## src/rtl/i2c_target_regs.sv

```systemverilog
// I2C target exposing an 8-bit register port: address/pointer/data decode,
// auto-incrementing register pointer, glitch-filtered SCL/SDA inputs.
module i2c_target_regs #(
    parameter logic [6:0] SLAVE_ADDR = 7'h1A,
    parameter int         FILT_LEN   = 3
) (
    input  logic       sys_clk,
    input  logic       rst,
    input  logic       scl_in,
    input  logic       sda_in,
    output logic       sda_oe,
    output logic [7:0] reg_addr,
    input  logic [7:0] rd_data,
    output logic       wr_en,
    output logic [7:0] wr_data,
    output logic       busy
);

    localparam int CW = $clog2(FILT_LEN + 1);
    localparam logic [CW-1:0] CNT_MAX = CW'(FILT_LEN - 1);

    typedef enum logic [3:0] {
        IDLE, ADDR, ADDR_ACK, REG, REG_ACK,
        WDATA, WDATA_ACK, RDATA, RDATA_ACK, IGNORE
    } state_t;

    // index 0 = SCL, index 1 = SDA
    logic [1:0]    sync1, sync2, filt, filt_d;
    logic [CW-1:0] cnt [2];

    always_ff @(posedge sys_clk) begin
        if (rst) begin
            sync1  <= '1;
            sync2  <= '1;
            filt   <= '1;
            filt_d <= '1;
            cnt[0] <= '0;
            cnt[1] <= '0;
        end else begin
            sync1  <= {sda_in, scl_in};
            sync2  <= sync1;
            filt_d <= filt;
            for (int i = 0; i < 2; i++) begin
                if (sync2[i] == filt[i]) begin
                    cnt[i] <= '0;
                end else if (cnt[i] == CNT_MAX) begin
                    filt[i] <= sync2[i];
                    cnt[i]  <= '0;
                end else begin
                    cnt[i] <= cnt[i] + CW'(1);
                end
            end
        end
    end

    logic scl, sda, scl_d, sda_d;
    logic scl_rise, scl_fall, start_c, stop_c;

    assign scl      = filt[0];
    assign sda      = filt[1];
    assign scl_d    = filt_d[0];
    assign sda_d    = filt_d[1];
    assign scl_rise = scl & ~scl_d;
    assign scl_fall = ~scl & scl_d;
    assign start_c  = scl & scl_d & sda_d & ~sda;
    assign stop_c   = scl & scl_d & ~sda_d & sda;

    state_t     state, state_n;
    logic [2:0] bit_cnt, bit_cnt_n;
    logic [7:0] shift, shift_n;
    logic       rw, rw_n;
    logic       load_pend, load_pend_n;
    logic       inc_pend, inc_pend_n;
    logic       sda_oe_n, wr_en_n;
    logic [7:0] wr_data_n, reg_addr_n;
    logic [7:0] byte_in;

    assign byte_in = {shift[6:0], sda};
    assign busy    = (state != IDLE);

    always_ff @(posedge sys_clk) begin
        if (rst) begin
            state     <= IDLE;
            bit_cnt   <= '0;
            shift     <= '0;
            rw        <= 1'b0;
            load_pend <= 1'b0;
            inc_pend  <= 1'b0;
            sda_oe    <= 1'b0;
            wr_en     <= 1'b0;
            wr_data   <= '0;
            reg_addr  <= '0;
        end else begin
            state     <= state_n;
            bit_cnt   <= bit_cnt_n;
            shift     <= shift_n;
            rw        <= rw_n;
            load_pend <= load_pend_n;
            inc_pend  <= inc_pend_n;
            sda_oe    <= sda_oe_n;
            wr_en     <= wr_en_n;
            wr_data   <= wr_data_n;
            reg_addr  <= reg_addr_n;
        end
    end

    always_comb begin
        state_n     = state;
        bit_cnt_n   = bit_cnt;
        shift_n     = shift;
        rw_n        = rw;
        load_pend_n = load_pend;
        inc_pend_n  = 1'b0;
        sda_oe_n    = sda_oe;
        wr_en_n     = 1'b0;
        wr_data_n   = wr_data;
        reg_addr_n  = reg_addr;

        if (inc_pend)
            reg_addr_n = reg_addr + 8'd1;

        if (stop_c) begin
            state_n     = IDLE;
            sda_oe_n    = 1'b0;
            load_pend_n = 1'b0;
        end else if (start_c) begin
            state_n     = ADDR;
            bit_cnt_n   = '0;
            sda_oe_n    = 1'b0;
            load_pend_n = 1'b0;
        end else begin
            unique case (state)
                ADDR: if (scl_rise) begin
                    shift_n   = byte_in;
                    bit_cnt_n = bit_cnt + 3'd1;
                    if (bit_cnt == 3'd7) begin
                        // general call (address 0) is never acknowledged
                        if (shift[6:0] == SLAVE_ADDR && SLAVE_ADDR != 7'd0) begin
                            state_n = ADDR_ACK;
                            rw_n    = sda;
                        end else begin
                            state_n = IGNORE;
                        end
                    end
                end
                ADDR_ACK, REG_ACK, WDATA_ACK: if (scl_fall) begin
                    if (!sda_oe) begin
                        sda_oe_n = 1'b1;
                    end else begin
                        sda_oe_n  = 1'b0;
                        bit_cnt_n = '0;
                        if (state == ADDR_ACK && rw) begin
                            state_n  = RDATA;
                            shift_n  = rd_data;
                            sda_oe_n = ~rd_data[7];
                        end else if (state == ADDR_ACK) begin
                            state_n = REG;
                        end else begin
                            state_n = WDATA;
                        end
                    end
                end
                REG: if (scl_rise) begin
                    shift_n   = byte_in;
                    bit_cnt_n = bit_cnt + 3'd1;
                    if (bit_cnt == 3'd7) begin
                        reg_addr_n = byte_in;
                        state_n    = REG_ACK;
                    end
                end
                WDATA: if (scl_rise) begin
                    shift_n   = byte_in;
                    bit_cnt_n = bit_cnt + 3'd1;
                    if (bit_cnt == 3'd7) begin
                        wr_data_n  = byte_in;
                        wr_en_n    = 1'b1;
                        inc_pend_n = 1'b1;
                        state_n    = WDATA_ACK;
                    end
                end
                RDATA: if (scl_fall) begin
                    if (bit_cnt == 3'd7) begin
                        sda_oe_n   = 1'b0;
                        state_n    = RDATA_ACK;
                        reg_addr_n = reg_addr + 8'd1;
                    end else begin
                        shift_n   = {shift[6:0], 1'b0};
                        sda_oe_n  = ~shift[6];
                        bit_cnt_n = bit_cnt + 3'd1;
                    end
                end
                RDATA_ACK: begin
                    if (scl_rise) begin
                        if (sda)
                            state_n = IGNORE;
                        else
                            load_pend_n = 1'b1;
                    end else if (scl_fall && load_pend) begin
                        load_pend_n = 1'b0;
                        shift_n     = rd_data;
                        sda_oe_n    = ~rd_data[7];
                        bit_cnt_n   = '0;
                        state_n     = RDATA;
                    end
                end
                IDLE, IGNORE: ;
                default: state_n = IDLE;
            endcase
        end
    end

endmodule
```

## config.mk

```make
export PLATFORM = sky130hd
export DESIGN_NAME = i2c_target_regs
export DESIGN_NICKNAME = d
export VERILOG_FILES = /design/src/rtl/i2c_target_regs.sv
export SDC_FILE = /design/constraint.sdc
export NUM_CORES = 1
export LEC_CHECK = 0
export ABC_AREA = 1
export BUFFER_PORTS_ARGS = -buffer_cell sky130_fd_sc_hd__buf_2
export CAP_MARGIN = 10
export CORE_MARGIN = 2
export CORE_UTILIZATION = 35
export CTS_BUF_LIST = sky130_fd_sc_hd__clkbuf_4
export CTS_CLUSTER_SIZE = 25
export DETAILED_ROUTE_END_ITERATION = 7
export PLACE_DENSITY_LB_ADDON = 0.15
export REMOVE_ABC_BUFFERS = 1
export SYNTH_ARGS = -nofsm -noshare
export SYNTH_HDL_FRONTEND = slang
export SYNTH_SLANG_ARGS = --single-unit
```

## constraint.sdc

```tcl
create_clock -name sys_clk -period 3.25 [get_ports sys_clk]
set_input_delay 0.65 -clock sys_clk [delete_from_list [all_inputs] [get_ports sys_clk]]
set_output_delay 0.65 -clock sys_clk [all_outputs]
set_load 0.02 [all_outputs]
```

# After elaboration in Yosys (flattened, before gate mapping)
# Memory sizes are Yosys's and may differ from the RTL's.
# Index checks and enable logic that the tools add are counted.
[totals] inputBits=12 register_bits=42 mem_count=1 wordCells=206 ramBits=4 out_inout_bits=19
[mem_list] memory="cnt" depth=2 width=2 rd=2 rd_clocked_by_memory_dff=0 write_ports=2 line_no="29" text="logic [CW-1:0] cnt [2];"
[classes] n_mux=86 eq_ne=50 addsub=4 n_bitwise=26 reduce_logical=24
[ops] cell="4-bit two-way mux" count=14
[ops] cell="7-bit two-way mux" count=8
[ops] cell="8-bit two-way mux" count=7
[ops] cell="3-bit inequality test (second input constant)" count=15
[ops] cell="1-bit two-way mux" count=36
[ops] cell="2-bit inequality test (second input constant)" count=16
[ops] cell="3-bit two-way mux" count=10
[ops] cell="4-bit case mux with 7 select lines" count=1
[ops] cell="7-bit case mux with 4 select lines" count=1
[ops] cell="13-bit AND reduction" count=2
[ops] cell="4-bit by 3-bit == test with 1-bit output (second input constant)" count=4
[ops] cell="8-bit case mux with 2 select lines" count=1
[ops] cell="1-bit inverter" count=13
[ops] cell="2-bit two-way mux" count=6
[ops] cell="3-bit case mux with 4 select lines" count=1
[ops] cell="11-bit AND reduction" count=1
[ops] cell="5-bit AND reduction" count=2
[ops] cell="9-bit AND reduction" count=1
[ops] cell="3-bit OR reduction" count=3
[ops] cell="8-bit by 1-bit adder with 8-bit output (second input constant)" count=1
[ops] cell="4-bit by 2-bit == test with 1-bit output (second input constant)" count=2
[ops] cell="4-bit == test (second input constant)" count=2
[ops] cell="4-bit inequality test (second input constant)" count=2
[ops] cell="4-bit nonzero test" count=2
[ops] cell="other kinds (22)" count=39

# Depth between registers and ports, before layout
# An unclocked memory read counts as a cell.
[depth] depth_word=8 mapped_depth=12 mapped_depth_nobuf=12

# Worst setup path after synthesis
# No wires, ideal clock.
[synth_path] kind="flip-flop to flip-flop" from="reg bit_cnt[0]" to="reg reg_addr[2]" required_time_ns=3.135 t_arrival_ns=1.563 path_slack_ns=1.571 setup_ns=0.115 stages_incl_launch_ff=9 period_less_slack_ns=1.679 cell_sequence="dfxtp_1 ha_1 ha_1 nand2_1 clkinv_1 o21ai_0 o21ai_0 o21ai_0 inv_1"
[synth_via] elab_chain_cells=6 word_cells_on_any_way=8 classes_between="eq/ne (1); mux (7)"
[synth_lines] item="start, declared" line_no="69" text="logic [2:0] bit_cnt, bit_cnt_n;"
[synth_lines] item="start signal, assigned" line_no="95" text="bit_cnt <= bit_cnt_n;"
[synth_lines] item="3-bit == test *" line_no="166, 182"
[synth_lines] item="8-bit two-way mux (on tied branches)" line_no="182, 166"
[synth_lines] item="8-bit two-way mux (on tied branches)" line_no="181, 163"
[synth_lines] item="8-bit case mux with 2 select lines *" line_no="132" text="unique case (state)"
[synth_lines] item="8-bit two-way mux *" line_no="126" text="end else if (start_c) begin"
[synth_lines] item="8-bit two-way mux *" line_no="122" text="if (stop_c) begin"
[synth_lines] item="end signal, assigned" line_no="103" text="reg_addr <= reg_addr_n;"
[synth_lines] item="end, declared" line_no="12" text="output logic [7:0] reg_addr,"
# Every way passes the cells marked *; elsewhere a longest branch is shown, timed or not.
# A chain may end at the register's enable or synchronous reset.

# Worst setup path after layout
[layout_path] from="reg state[2]" to="reg bit_cnt[2]"
[layout_via] elab_chain_cells=4 word_cells_on_any_way=21 classes_between="eq/ne (15); mux (2); reduce/logical (4)"
[layout_lines] item="start, declared" line_no="68" text="state_t state, state_n;"
[layout_lines] item="start signal, assigned" line_no="94" text="state <= state_n;"
[layout_lines] item="4-bit by 3-bit == test with 1-bit output (tied with other cells)" line_no="132"
[layout_lines] item="3-bit OR reduction (on tied branches)"
[layout_lines] item="3-bit by 1-bit inequality test with 1-bit output (no source line) (tied with other cells)"
[layout_lines] item="9-bit AND reduction (no source line) or 3-bit two-way mux (tied branches)"
# Several ways; a longest one is shown, not always the timed one.

==> metrics <==
Die Area=roughly 8500 µm²; Area growth, synth to finish=11.6%; H-Tree Depth=2; CTS Buf Count=5; Post-CTS Hold Buffers=0; net count reported at finish=roughly 470; die width=92.3 µm; CTS Sinks=46; Post-Syn Area=2730 µm²; initial drt markers=221; kind of critical path=flop to flop; DRC violations left=0; worst flop-to-flop path endpoint=bit_cnt[2]$_SDFFE_PP0P_; sequential share of the synthesized area=35.2%; layout cell share with drive strength beyond 1=between 10% and 20%; Root Driver=clkbuf_4; Yosys reg bits=46; CP Cell Sequence=nor2_2 > nand2_1 > nand2_1 > nand2_1 > nand3_1 > nor2_4 > nand2_1 > nand3_1 > a21oi_1; Max clock buf depth=2; cell taking the most area after synthesis=dfxtp_1; Critical Path Start Type=flop; Min-Delay Path Depth=1; Final Max Slew Viols=0; post-CTS setup buffers=0; vias in the first global route=2494; Max-Slew Margin vs Limit=roughly 61%; Starting Density=approximately 36%; drt total wl=between 7000 and 8000 µm; Peak VDD IR=roughly 0.00029 V; DRT Pass-1 Iters=7; reg-to-reg slack, setup=around 1.1 ns; Crit path largest cell delay=0.49 ns; most frequent cell on the critical path=nand2_1; met1 Resource Use GR=between 20% and 30%; All-Layer GR Usage=between 15 and 20%; R2R depth=9; origin of the worst min-delay path=sync1[0]$_SDFF_PP1_; share of the synthesized area in the top cell type=between 30% and 40%; vias per cell=between 4 and 5; gr busiest metal=met2; slowest cell on the critical path=dfxtp_1; max-cap violations=0; global-route wire length before repair=12200 µm; utilization after layout=39.9%; core area=7650 µm²; Syn Area/Cell=6.46 µm²; Hold Crit Class=flop to flop; I/O pin cnt=31; drt wl/cell=about 13 µm; antenna fix cells=0; Port-buffer cells=30; GP Congestion=0.881; Tmin final=between 2 and 2.5 ns; half-perimeter wire length after placement=about 5200 µm; num rows=32; Synthesis Warnings=0; M3 GR Usage=2.85%; CTS tree=built; RSZ-0062 raised after global routing=no; met2 usage=26.6%; status=finished clean; P_leak=~1.5 nW; TNS Setup=0 ns; worst r2r src=state[2]$_SDFFE_PP0P_; pwr/cell area=a little under 700 nW/µm²; Die Span Y=around 90 µm; top cells by area, synth=dfxtp_1 31%, nand2_1 15%, nand3_1 6.6%, inv_1 6.6%, nor2_1 6.5%; CP Max Fanout=18; gr ovfl total=0; initial antenna violation count=0; Cell variety after synth=33; Clock Pin Slew Worst Setup and Hold Paths=around 0.15 ns; CP Capture Type=flop; WP data required=~3.5 ns; Cells after Synth=between 400 and 500; final-report setup violation count=0; Post-CTS Resized=0; Crit path max-delay family=simple AND/OR/NAND/NOR gates; CP arrival=2.41 ns; DR vias=2737; Clock Latency Late Sink=around 0.37 ns; CP bufs+invs=0; Worst Max-Slew Pin Slew=0.578 ns; filler cell count=between 800 and 900; final antenna-violating net count=0; largest net degree at the start of global routing=19; worst hold endpoint=sync2[0]$_SDFF_PP1_; crit share post-route=between 60% and 70%; Clock Skew=roughly 0.011 ns; Fmax=about 470 MHz; Final Hold Viols=0
==> worst max path at each step <==
| stage | from | endpoint | slack (ns) | depth (start not counted) |
|---|---|---|---|---|
| final | state[2]$_SDFFE_PP0P_ | bit_cnt[2]$_SDFFE_PP0P_ | 1.12 | 9 |
| after global routing | state[2]$_SDFFE_PP0P_ | bit_cnt[2]$_SDFFE_PP0P_ | 0.95 | 9 |
| after CTS | state[2]$_SDFFE_PP0P_ | bit_cnt[1]$_SDFFE_PP0P_ | 1.14 | 9 |
| after detailed placement | state[2]$_SDFFE_PP0P_ | bit_cnt[2]$_SDFFE_PP0P_ | 1.17 | 9 |
| after global placement | state[2]$_SDFFE_PP0P_ | bit_cnt[1]$_SDFFE_PP0P_ | 1.13 | 9 |
| after floorplan | bit_cnt[0]$_SDFFE_PP0P_ | reg_addr[2]$_SDFF_PP0_ | 1.57 | 8 |
==> worst reg2reg max path: cells and delay by family (launching register included) <==
| kind | cells | cell delay [ns] |
|---|---|---|
| flops | 1 | 0.49 |
| compound gates | 1 | 0.07 |
| simple gates | 8 | 1.50 |
==> registers in the layout (all words and copies together), names as in the netlist <==
name	count
state	4
filt_d	2
reg_addr	8
sync1	2
sda_oe	1
sync2	2
bit_cnt	3
shift	7
cnt	4
inc_pend	1
rw	1
wr_data	8
load_pend	1
filt	2
==> layer usage <==
layer | part of all wire (%) | wire length (µm) | vias up
li1 | - | - | 1426
met1 | 51 | 3600 | 1229
met2 | 43 | 3060 | 73
met3 | 4.7 | 333 | 9
met4 | 1.2 | 87 | 0
met5 | 0 | 0 | -
==> cells in the final DEF, fill, tap and decap left out, types with 2 or more instances in the layout <==
master / n
nand2_1: 112
inv_1: 48
nor2_1: 47
dfxtp_1: 42
nand3_1: 36
o21ai_0: 35
a21oi_1: 33
buf_2: 30
nor2_2: 7
nand3b_1: 7
clkbuf_4: 6
nand4_1: 5
o211ai_1: 5
ha_1: 5
inv_2: 4
or2_2: 4
edfxtp_1: 4
conb_1: 4
nor2_4: 3
nand2_2: 2
nor3_1: 2
xor2_1: 2
==> Yosys cell counts, drive strengths merged <==
master and instances:
a21oi 33, buf 6, clkbuf 4, clkinv 1
conb 1, dfxtp 42, edfxtp 4, ha 5
inv 52, nand2 114, nand3 37, nand3b 7
nand4 5, nor2 57, nor3 2, o2111ai 1
o211ai 5, o21ai 37, o21bai 1, o31ai 1
or2 5, xnor2 1, xor2 2
==> per-stage QoR <==
| stage | total power, mW | setup slack, ns | hold WS (ns) | std cells | cell area (µm²) |
|---|---|---|---|---|---|
| 2_1_floorplan | 1.47 | 1.57 | 0.389 | 416 | 2680 |
| 3_3_place_gp | 1.72 | 1.13 | 0.391 | 549 | 2970 |
| 3_5_place_dp | 1.72 | 1.17 | 0.392 | 549 | 2970 |
| 4_1_cts | 2.10 | 1.14 | 0.427 | 557 | 3050 |
| 5_1_grt | 2.26 | 0.952 | 0.424 | 557 | 3050 |
| 6_report | 2.08 | 1.12 | 0.424 | 557 | 3050 |
==> power breakdown <==
group          switching [mW]  total, mW  internal (mW)
logic                   0.697       1.01          0.310
registers              0.0620      0.704          0.642
clock network           0.199      0.370          0.171
==> logic make-up after synthesis <==
logic type                 count (synthesis)  share of synthesized area, %
other                                      1                         0.137
DFF                                       46                          35.2
adders and majority gates                  5                          2.29
and+or+nand+nor                          227                          36.7
buffers and inverters                     63                          9.53
AOI/OAI and AO/OA                         78                          15.2
xor gates and xnor gates                   3                         0.962
==> area by class of cell <==
cell class | count | area, µm² | area share [%]
Tap cell | 102 | 128 | 4.19
Clock buffer | 6 | 45.0 | 1.48
Multi-Input combinational cell | 317 | 1520 | 49.9
Inverter | 53 | 199 | 6.52
Timing Repair Buffer | 31 | 158 | 5.17
Clock inverter | 2 | 37.5 | 1.23
Sequential cell | 46 | 961 | 31.5
No activity file was read; power rests on OpenSTA's default activity.
